==> src/rtl/uart_arb_pkg.sv <==
// Shared types and constants for the UART transmit arbiter.
// Defines the lock FSM states and the end-of-message byte values.
package uart_arb_pkg;

  typedef enum logic {
    IDLE   = 1'b0,
    LOCKED = 1'b1
  } arb_state_e;

  localparam logic [7:0] EOM_LF  = 8'h0A;
  localparam logic [7:0] EOM_EOT = 8'h04;
  localparam int         TCNT_W  = 8;

  function automatic logic is_eom(input logic [7:0] b);
    return (b == EOM_LF) || (b == EOM_EOT);
  endfunction

endpackage

==> src/rtl/rr_pick.sv <==
// Combinational round-robin picker: first set request bit searching upward
// from last_i+1 with wrap-around.
module rr_pick #(
  parameter int N  = 4,
  parameter int IW = (N > 1) ? $clog2(N) : 1
) (
  input  logic [N-1:0]  req_i,
  input  logic [IW-1:0] last_i,
  output logic          any_o,
  output logic [IW-1:0] idx_o
);

  logic [IW-1:0] cand;

  always_comb begin
    any_o = 1'b0;
    idx_o = '0;
    cand  = '0;
    // Offsets 1..N visit every requester once, ending on last_i itself.
    for (int off = 1; off <= N; off++) begin
      cand = IW'((int'(last_i) + off) % N);
      if (!any_o && req_i[cand]) begin
        any_o = 1'b1;
        idx_o = cand;
      end
    end
  end

endmodule

==> src/rtl/uart_tx_arbiter.sv <==
// Shares one UART TX byte interface among NREQ requesters with message-level
// round-robin locking, released on LF/EOT or after TIMEOUT silent cycles.
module uart_tx_arbiter
  import uart_arb_pkg::*;
#(
  parameter int NREQ    = 4,
  parameter int TIMEOUT = 255,
  parameter int IDW     = $clog2(NREQ)
) (
  input  logic              CLK,
  input  logic              RESETn,
  input  logic [NREQ-1:0]   REQ_VALID,
  input  logic [8*NREQ-1:0] REQ_DATA,
  output logic [NREQ-1:0]   REQ_READY,
  output logic              TX_VALID,
  output logic [7:0]        TX_DATA,
  input  logic              TX_READY,
  output logic              BUSY,
  output logic [IDW-1:0]    GRANT_ID,
  output logic              DBG_STATE,
  output logic [TCNT_W-1:0] DBG_TCNT
);

  localparam logic [TCNT_W-1:0] TCNT_LAST = TCNT_W'(TIMEOUT - 1);

  // Handshake: a byte moves on a side in any cycle where its valid and ready
  // are both 1; valid/data are held stable by the source until then.
  arb_state_e        state_q, state_d;
  logic [IDW-1:0]    owner_q, owner_d;
  logic [IDW-1:0]    last_q,  last_d;
  logic [TCNT_W-1:0] tcnt_q,  tcnt_d;

  logic           pick_any;
  logic [IDW-1:0] pick_idx;
  logic           own_valid;
  logic [7:0]     own_data;
  logic           xfer;

  rr_pick #(.N(NREQ), .IW(IDW)) u_pick (
    .req_i  (REQ_VALID),
    .last_i (last_q),
    .any_o  (pick_any),
    .idx_o  (pick_idx)
  );

  assign own_valid = REQ_VALID[owner_q];
  assign own_data  = REQ_DATA[owner_q*8 +: 8];
  assign xfer      = (state_q == LOCKED) && own_valid && TX_READY;

  always_ff @(posedge CLK) begin
    if (!RESETn) begin
      state_q <= IDLE;
      owner_q <= '0;
      last_q  <= IDW'(NREQ - 1);
      tcnt_q  <= '0;
    end else begin
      state_q <= state_d;
      owner_q <= owner_d;
      last_q  <= last_d;
      tcnt_q  <= tcnt_d;
    end
  end

  always_comb begin
    state_d = state_q;
    owner_d = owner_q;
    last_d  = last_q;
    tcnt_d  = tcnt_q;
    case (state_q)
      IDLE: begin
        if (pick_any) begin
          state_d = LOCKED;
          owner_d = pick_idx;
          tcnt_d  = '0;
        end
      end
      LOCKED: begin
        // A transfer means the owner is valid, so EOM and timeout are exclusive.
        if (xfer) begin
          tcnt_d = '0;
          if (is_eom(own_data)) begin
            state_d = IDLE;
            last_d  = owner_q;
            owner_d = '0;
          end
        end else if (!own_valid) begin
          if (tcnt_q == TCNT_LAST) begin
            state_d = IDLE;
            last_d  = owner_q;
            owner_d = '0;
            tcnt_d  = '0;
          end else begin
            tcnt_d = tcnt_q + 1'b1;
          end
        end
      end
      default: state_d = IDLE;
    endcase
  end

  always_comb begin
    TX_VALID  = 1'b0;
    TX_DATA   = 8'h00;
    REQ_READY = '0;
    if (state_q == LOCKED) begin
      TX_VALID           = own_valid;
      TX_DATA            = own_data;
      REQ_READY[owner_q] = TX_READY;
    end
  end

  // owner_q is cleared on release, so both are pure register outputs.
  assign BUSY      = (state_q == LOCKED);
  assign GRANT_ID  = owner_q;
  assign DBG_STATE = state_q;
  assign DBG_TCNT  = tcnt_q;

endmodule
==> config.mk <==
export PLATFORM = sky130hd
export DESIGN_NAME = uart_tx_arbiter
export DESIGN_NICKNAME = d
export VERILOG_FILES = /design/src/rtl/uart_arb_pkg.sv /design/src/rtl/rr_pick.sv /design/src/rtl/uart_tx_arbiter.sv
export SDC_FILE = /design/constraint.sdc
export NUM_CORES = 1
export LEC_CHECK = 0
export ABC_AREA = 0
export CAP_MARGIN = 5
export CORE_ASPECT_RATIO = 1.5
export CORE_MARGIN = 2
export CORE_UTILIZATION = 32
export CTS_CLUSTER_DIAMETER = 50
export DETAILED_ROUTE_END_ITERATION = 8
export GPL_TIMING_DRIVEN = 0
export PLACE_DENSITY = 0.69
export RECOVER_POWER = 50
export SLEW_MARGIN = 20
export SYNTH_ARGS = -nofsm -noshare
export SYNTH_HDL_FRONTEND = slang
export SYNTH_HIERARCHICAL = 1
export SYNTH_SLANG_ARGS = --single-unit
export TNS_END_PERCENT = 1
==> constraint.sdc <==
create_clock -name CLK -period 2.61 [get_ports CLK]
set_input_delay 0.522 -clock CLK [delete_from_list [all_inputs] [get_ports CLK]]
set_output_delay 0.522 -clock CLK [all_outputs]
set_load 0.01 [all_outputs]
Yosys cells after proc, flatten, opt, wreduce, memory -nomap -nowiden:

Cells that the tools add are included.

* word-level logic and storage cells: 85
* input bits: 39
* flip-flop bits (word level): 13

* equality and inequality tests: 9
* bitwise operators: 2
* reductions and logical operators: 14
* add/subtract/negate cells: 5
* magnitude comparators: 6
* shift operators: 1
* muxes and demuxes: 44

Operators with widths (number)
* 2-to-1 mux 8 bit: 5
* variable part select 32 x 6 -> 8 bit: 1
* 2-to-1 mux 2 bit: 13
* 2-to-1 mux 1 bit: 16
* case mux 8 bit (2 select lines): 1
* < comparator 2 x 3 -> 1 bit (second input constant): 5
* binary-select mux 1 bit (select 2 bit): 5
* adder 8 x 1 -> 8 bit (second input constant): 1
* equality test 8 x 3 -> 1 bit (second input constant): 1
* equality test 8 x 4 -> 1 bit (second input constant): 1
* equality test 8 bit (second input constant): 1
* AND reduction 4 bit: 2
* logical AND 1 bit: 6
* inequality test 3 x 2 -> 1 bit (second input constant): 2
* adder 2 x 1 -> 2 bit (second input constant): 2
* adder 2 bit (second input constant): 2
* AND 4 bit: 1
* 2-to-1 mux 4 bit: 1
* inequality test 2 x 1 -> 1 bit (second input constant): 2
* case mux 2 bit (2 select lines): 1
* zero test 1 bit: 3
* inequality test 3 x 1 -> 1 bit (second input constant): 1
* demux 1 bit (select 2 bit): 1
* >= comparator 2 x 1 -> 1 bit (second input constant): 1
* 6 further kinds: 6

Depth between registers and ports, before layout:

Gate-level depths: netlist of the first run.

* word-level depth: 15
* gate-level depth with buffers: 7

Modules after synthesis:

The synthesis of the first run kept the hierarchy.

Modules (own cells, without submodules)
* uart_tx_arbiter: times used 1, cells each 105, area each 1034.7 sq um
* rr_pick: times used 1, cells each 14, area each 91.3 sq um

Worst setup path after synthesis of the first run:

Ideal clock, no wire load.

* path type: register -> register
* from: register owner_q[0], in the netlist GRANT_ID[0]
* to: register owner_q[0], in the netlist GRANT_ID[0]
* stages on the path, launching flop included: 7
* clock period less this slack: 1.946 ns
* data arrival time: 1.817 ns
* path buffers: 1
* data required time: 2.481 ns
* setup slack: 0.664 ns
* path through: dfxtp_1 -> buf_6 -> mux4_2 -> nor4_4 -> a211oi_2 -> o21ai_4 -> o211ai_2

* word-level cells in the longest chain between the ends: 6

RTL lines
* from (decl): RTL line uart_tx_arbiter.sv:29 `logic [IDW-1:0] owner_q, owner_d;`
* from (signal assigned): RTL line uart_tx_arbiter.sv:58 `owner_q <= owner_d;`
* branches (longest 6 deep; another with variable part select 32 x 6 -> 8 bit)

Parallel ways; which one is timed is not known. The select of a mux whose other input is x is not followed.
A chain may end at the register's enable or synchronous reset.

Worst setup path after layout of the first run:

* from: input REQ_DATA[24]
* to: output TX_DATA[0]

* word-level cells in the longest chain between the ends: 2

RTL lines
* from (decl): RTL line uart_tx_arbiter.sv:13 `input logic [8*NREQ-1:0] REQ_DATA,`
* variable part select 32 x 6 -> 8 bit: RTL line uart_tx_arbiter.sv:47 `assign own_data = REQ_DATA[owner_q*8 +: 8];`
* 2-to-1 mux 8 bit: RTL line uart_tx_arbiter.sv:105 `if (state_q == LOCKED) begin`
* to (decl): RTL line uart_tx_arbiter.sv:16 `output logic [7:0] TX_DATA,`

No other way between the ends.

==> results.md, run 1 <==
* Hold Startpoint: DBG_TCNT[7]$_SDFFE_PN0P_
* CP startpoint: REQ_DATA[24]
* Synth-to-layout area growth at 65.3%
* Routed wire length at 3330 um
* Pre-CTS WS at -0.227 ns
* Synth Flop Type: dfxtp_1
* Class of the most critical setup path: in2out
* Initial Util at 33.3%
* Largest net degree at the start of global routing at 11
* First-pass DRT Iterations at 3
* Rows at 26
* Synth Register Bits at 13
* Final setup vio count at 0
* First-pass GRT wire length at 5320 um
* CTS root buf: clkbuf_8
* Worst Hold End: DBG_TCNT[7]$_SDFFE_PN0P_
* CP max-delay cell: mux4_2
* Max Clock Skew at 0.00962 ns
* Final HPWL DP at 2690 um
* Status: complete, no violations
* Antenna Cells at 0
* CP most frequent cell: clkdlybuf4s50_1
* Dpl cells at 223
* PortBufs at 62
* Io pins at 64
* Post-synthesis adder-cell area fraction at 2.22%
* Reg2Reg Capture Point: GRANT_ID[0]$_SDFFE_PN0P_
* Final hold slack at 0.546 ns
* Finished Cell Area at 1860 um2
* Via-to-Cell Ratio at 5.00
* Placed cell area at 1800 um2
* Synth warn at 6
* Power density cells at 322 nW/um2
* Setup TNS Final at 0 ns
* Largest family of logic cells by synthesized area: simple AND/OR/NAND/NOR gates
* 1st-iter DRT viols at 9
* Worst vdd ir at 368 uV
* Relative slew slack at 72.0%
* RSZ-0062 raised after global routing: true
* Vias in the first global route at 1,174
* Simple-gate share of the synthesized area at 29.1%
* Clk slew on worst S/H paths at 0.05 ns
* GPL Wtd Cong at 0.718
* Final setup margin at 0.0570 ns
* Fin nets at 228
* Initial antenna violation count at 0
* Crit path cell chain: clkdlybuf4s50_1 -> mux4_2 -> and2_1 -> clkdlybuf4s50_1
* Period utilization at 97.8%
* Die H at 76.7 um
* Syn Inst Count at 119
* Remaining Overflow, GRT at 0
* Vias at 1,140
* CTS Buf Count at 3
* RR Startpoint: GRANT_ID[0]$_SDFFE_PN0P_
* Final ANT Viol Nets at 0
* Global Route Usage Sum at 17.4%
* CP endpoint kind: output pin
* CP startpoint kind: input pin
* Number of max-cap violations at 0
* Hold path cells at 2
* Die Width at 52.4 um
* Cell Count, Final, Fillers Out at 228
* H-tree lvl count at 1
* Final Hold Vio Count at 0
* Synth async-reset ratio at 0%
* Clk buf depth at 2
* CTS tree: built
* Worst Path Required at 2.09 ns
* # clock sinks at 13
* Number of library cell types mapped by synthesis at 36
* Mean area per synthesized cell at 9.46 um2
* XOR/XNOR Fraction of Synth Area at 5.44%
* Reg2reg setup slack at 0.50 ns
* Fin. max-slew vios at 0
* Layout cells sized above 1 at 15.6%
* Hold Path Class: reg2reg
* Synth Area in Compound Gates at 13.4%
* CP max FO at 2
* Pleak at 0.760 nW
* Tmin final at 2.55 ns
* WP data arrival at 2.03 ns
* Worst-Skew Late Latency at 0.25 ns
* DRC Markers at 0
* Post-synth EDFFs at 0
* Mapped Area at 1130 um2
* Core footprint at 3380 um2
* Mux share of post-synthesis cell area at 20.7%
* Seq/Total Area, Yosys at 23.1%
* Slew of the pin with the lowest slew margin at 0.419 ns
* FF-to-FF path depth at 7
* Synth Net Count at 160
* Die area at 4020 um2
* WL per Instance at 14.6 um
* Max Fclk at 392 MHz
* Crit-path max cell delay at 0.48 ns
## routing by layer
layer	vias up	GRT usage, %	part of all wire (%)
met5	-	0	0
met4	0	7.69	1.6
li1	566	-	-
met3	4	2.92	7.1
met1	529	18.0	36
met2	41	32.1	55
## registers in the layout, indices dropped and copies added, names as in the netlist
signal	cells
DBG_TCNT	8
BUSY	1
last_q	2
GRANT_ID	2
## repair_timing
item,in CTS,in global routing
gates cloned,0,0
gates resized for setup,8,7
endpoints found under the setup margin,6,7
hold buffers,0,0
setup buffers,1,0
## worst max-delay path: cells and delay by family
family | cells | cell delay (ns)
AND/OR/NAND/NOR | 1 | 0.17
buffers and inverters | 2 | 0.86
multiplexers | 1 | 0.48
## kinds of logic after synthesis
group,after synthesis
simple gates,57
compound gates,15
fa+ha+maj,2
flops,13
buf+inv,13
xor+xnor,7
mux,12
## synth_stat cells, types with 3 or more instances
cell type | count | share of area [%]
dfxtp_1 | 13 | 23
a21oi_1 | 3 | 1.3
inv_1 | 7 | 2.3
mux2i_1 | 3 | 2.7
nor2_1 | 15 | 5.0
nand2_1 | 6 | 2.0
nor2b_1 | 5 | 2.8
nand2b_1 | 3 | 1.7
xor2_1 | 5 | 3.9
and2_1 | 9 | 5.0
clkbuf_1 | 3 | 1.0
mux4_2 | 9 | 18
nand4_1 | 8 | 4.4
## where the power goes
group | internal, mW | total, mW | switching, mW
sequential | 0.203 | 0.212 | 0.00889
combinational | 0.123 | 0.202 | 0.0788
clock | 0.106 | 0.186 | 0.0799
total | 0.432 | 0.600 | 0.168
## worst max-delay path by stage
stage	slack [ns]	cells past startpoint	endpoint
finish	0.06	4	TX_DATA[0]
global route	-0.01	4	TX_DATA[0]
CTS	0.001	4	TX_DATA[1]
detailed placement	-0.23	4	TX_VALID
global placement	-0.22	4	TX_VALID
floorplan	0.66	6	GRANT_ID[0]$_SDFFE_PN0P_
## cell usage in the layout (no fill, tap or decap), types with 2 or more instances in the layout
cell type	n
a21oi_1	3
and2_1	9
buf_4	2
clkbuf_8	3
clkdlybuf4s50_1	43
dfxtp_1	12
dlygate4sd2_1	6
dlygate4sd3_1	9
dlymetal6s2s_1	4
ha_1	2
inv_1	7
mux2i_1	3
mux4_2	9
nand2_1	6
nand2b_1	3
nand4_1	8
nor2_1	15
nor2b_1	5
nor3_1	2
nor3b_1	2
o211ai_1	2
o211ai_2	2
xnor2_1	2
xor2_1	5
## layout make-up
cell class                      instances  area (um2)
Clock buffer                            3        41.3
Fill cell                             327        1520
Buffer                                  6        46.3
Sequential cell                        13         262
Inverter                                7        26.3
Multi-Input combinational cell         93         798
Timing Repair Buffer                   63         631
Tap cell                               42        52.6
Clock inverter                          1        5.00
## metrics by stage
stage	total power [mW]	utilization (%)
after floorplan	0.312	-
after global placement	0.419	53.2
after detailed placement	0.424	53.2
after CTS	0.610	54.7
after global routing	0.633	55.0
final	0.600	55.0
No activity file was read; power rests on OpenSTA's default activity.
==> run 2: changes to the inputs <==
- CORE_UTILIZATION: 32 -> 55
- CTS_CLUSTER_SIZE: not set -> 24
- DONT_BUFFER_PORTS: not set -> 1
- PLACE_DENSITY: 0.69 -> 0.7
==> results.md, run 2 (synthesized netlist as in run 1, its figures left out) <==
* GPL Wtd Cong at 0.725 (was 0.718)
* Initial antenna violation count at 0 (unchanged)
* 1st-iter DRT viols at 29 (was 9)
* Delay-heaviest family, CP: multiplexers (was buffers and inverters)
* Core footprint at 1980 um2 (was 3380 um2)
* Rows at 20 (was 26)
* CP max-delay cell: mux4_2 (unchanged)
* Max Clock Skew at 0.00980 ns (was 0.00962 ns)
* Fin. max-slew vios at 0 (unchanged)
* Placed cell area at 1150 um2 (was 1800 um2)
* Period utilization at 92.9% (was 97.8%)
* Io pins at 64 (unchanged)
* Synth-to-layout area growth at 3.22% (was 65.3%)
* Final Total Pwr at 448 uW (was 600 uW)
* Clk slew on worst S/H paths at 0.09 ns (was 0.05 ns)
* Die Width at 40.9 um (was 52.4 um)
* Via-to-Cell Ratio at 6.57 (was 5.00)
* Die area at 2430 um2 (was 4020 um2)
* Tmin final at 2.42 ns (was 2.55 ns)
* CP endpoint kind: output pin (unchanged)
* Crit-path max cell delay at 0.56 ns (was 0.48 ns)
* CTS root buf: clkbuf_4 (was clkbuf_8)
* CP startpoint kind: flop (was input pin)
* Most frequent cells in the layout: 15 x nor2_1, 13 x dfxtp_1, 9 x mux4_2 (was 43 x clkdlybuf4s50_1, 15 x nor2_1, 12 x dfxtp_1)
* Power density cells at 385 nW/um2 (was 322 nW/um2)
* Vias in the first global route at 929 (was 1,174)
* Routed wire length at 2460 um (was 3330 um)
* Status: complete, no violations (unchanged)
* CP max FO at 10 (was 2)
* Class of the most critical setup path: reg2out (was in2out)
* Pleak at 0.395 nW (was 0.760 nW)
* WL per Instance at 17.0 um (was 14.6 um)
* Worst vdd ir at 285 uV (was 368 uV)
* Largest net degree at the start of global routing at 11 (unchanged)
* Setup Buffers After CTS at 0 (was 1)
* H-tree lvl count at 1 (unchanged)
* Most common cell after layout, fill and taps aside: nor2_1 (was clkdlybuf4s50_1)
* Final Hold Vio Count at 0 (unchanged)
* Number of max-cap violations at 0 (unchanged)
* RSZ-0062 raised after global routing: false (was true)
* First-pass GRT wire length at 3620 um (was 5320 um)
* Setup TNS Final at 0 ns (unchanged)
* Cell Count, Final, Fillers Out at 145 (was 228)
* Relative slew slack at 66.9% (was 72.0%)
* Final setup vio count at 0 (unchanged)
* Buf+Inv Stages, Crit Path at 2 (unchanged)
* Fin nets at 165 (was 228)
* Cts repair resizes at 0 (was 8)
* DRC Markers at 0 (unchanged)
* Hold Path Class: in2reg (was reg2reg)
* Clk buf depth at 2 (unchanged)
* Vias at 953 (was 1,140)
* Remaining Overflow, GRT at 0 (unchanged)
* Dpl cells at 141 (was 223)
* Worst Path Required at 2.09 ns (about the same)
* PortBufs at 0 (was 62)
* Finished Cell Area at 1160 um2 (was 1860 um2)
* Crit path cell chain: buf_6 -> clkbuf_2 -> mux4_2 -> and2_1 (was clkdlybuf4s50_1 -> mux4_2 -> and2_1 -> clkdlybuf4s50_1)
* Max Fclk at 413 MHz (was 392 MHz)
* Layout cells sized above 1 at 19.5% (was 15.6%)
* Global Route Usage Sum at 21.6% (was 17.4%)
* Final ANT Viol Nets at 0 (unchanged)
* Die H at 59.4 um (was 76.7 um)
* Max reg flops at 8 (unchanged)
* Initial Util at 57.0% (was 33.3%)
* Slew of the pin with the lowest slew margin at 0.496 ns (was 0.419 ns)
* Worst-Skew Late Latency at 0.28 ns (was 0.25 ns)
* Antenna Cells at 0 (unchanged)
* CTS tree: built (unchanged)
* Hold Buf Count CTS at 0 (unchanged)
* # clock sinks at 13 (unchanged)
* Final HPWL DP at 2020 um (was 2690 um)
* First-pass DRT Iterations at 4 (was 3)
* WP data arrival at 1.90 ns (was 2.03 ns)
* CTS Buf Count at 3 (unchanged)
-- run 2: final timing paths --
path	cells after the start	slack (ns)	start	end
setup / recovery	4	0.19	GRANT_ID[0]$_SDFFE_PN0P_	TX_DATA[4]
hold / removal	4	0.57	REQ_VALID[0]	GRANT_ID[1]$_SDFFE_PN0P_
setup reg to reg	7	0.31	GRANT_ID[0]$_SDFFE_PN0P_	last_q[1]$_SDFFE_PN1P_
hold reg to reg	2	0.58	last_q[0]$_SDFFE_PN1P_	last_q[0]$_SDFFE_PN1P_
-- run 2: routing by layer --
layer	part of all wire (%)	global-route usage, %	up-vias
met5	0	0	-
met4	1.7	10.0	0
met3	8.8	6.02	4
met2	55	39.5	39
met1	35	20.0	469
li1	-	-	441
-- run 2: per-stage QoR --
step,hold WS (ns),setup slack [ns],util [%]
after floorplan,0.530,0.664,-
after global placement,0.557,0.449,58.4
after detailed placement,0.573,0.390,58.4
after CTS,0.558,0.234,59.7
after global routing,0.584,0.0809,58.8
final,0.568,0.186,58.8
-- run 2: where the power goes --
part | internal, mW | switching [mW]
Combinational | 0.0483 | 0.0572
Sequential | 0.203 | 0.0111
Clock | 0.0594 | 0.0687
Total | 0.311 | 0.137
-- run 2: worst reg2reg max path, delay by kind of cell, from the launching register on --
kind | cells | cell delay [ns]
AOI/OAI and AO/OA | 1 | 0.24
DFF | 1 | 0.40
and+or+nand+nor | 2 | 0.36
buffers and inverters | 2 | 0.44
muxes | 2 | 0.78
-- run 2: final cells by class --
class	instances	area (um2)
flip-flops and latches	13	260
plain buffers	6	31.3
fillers	197	815
inverters	7	26.3
well taps	22	27.5
multi-input cells	93	791
clock buffers	4	26.3
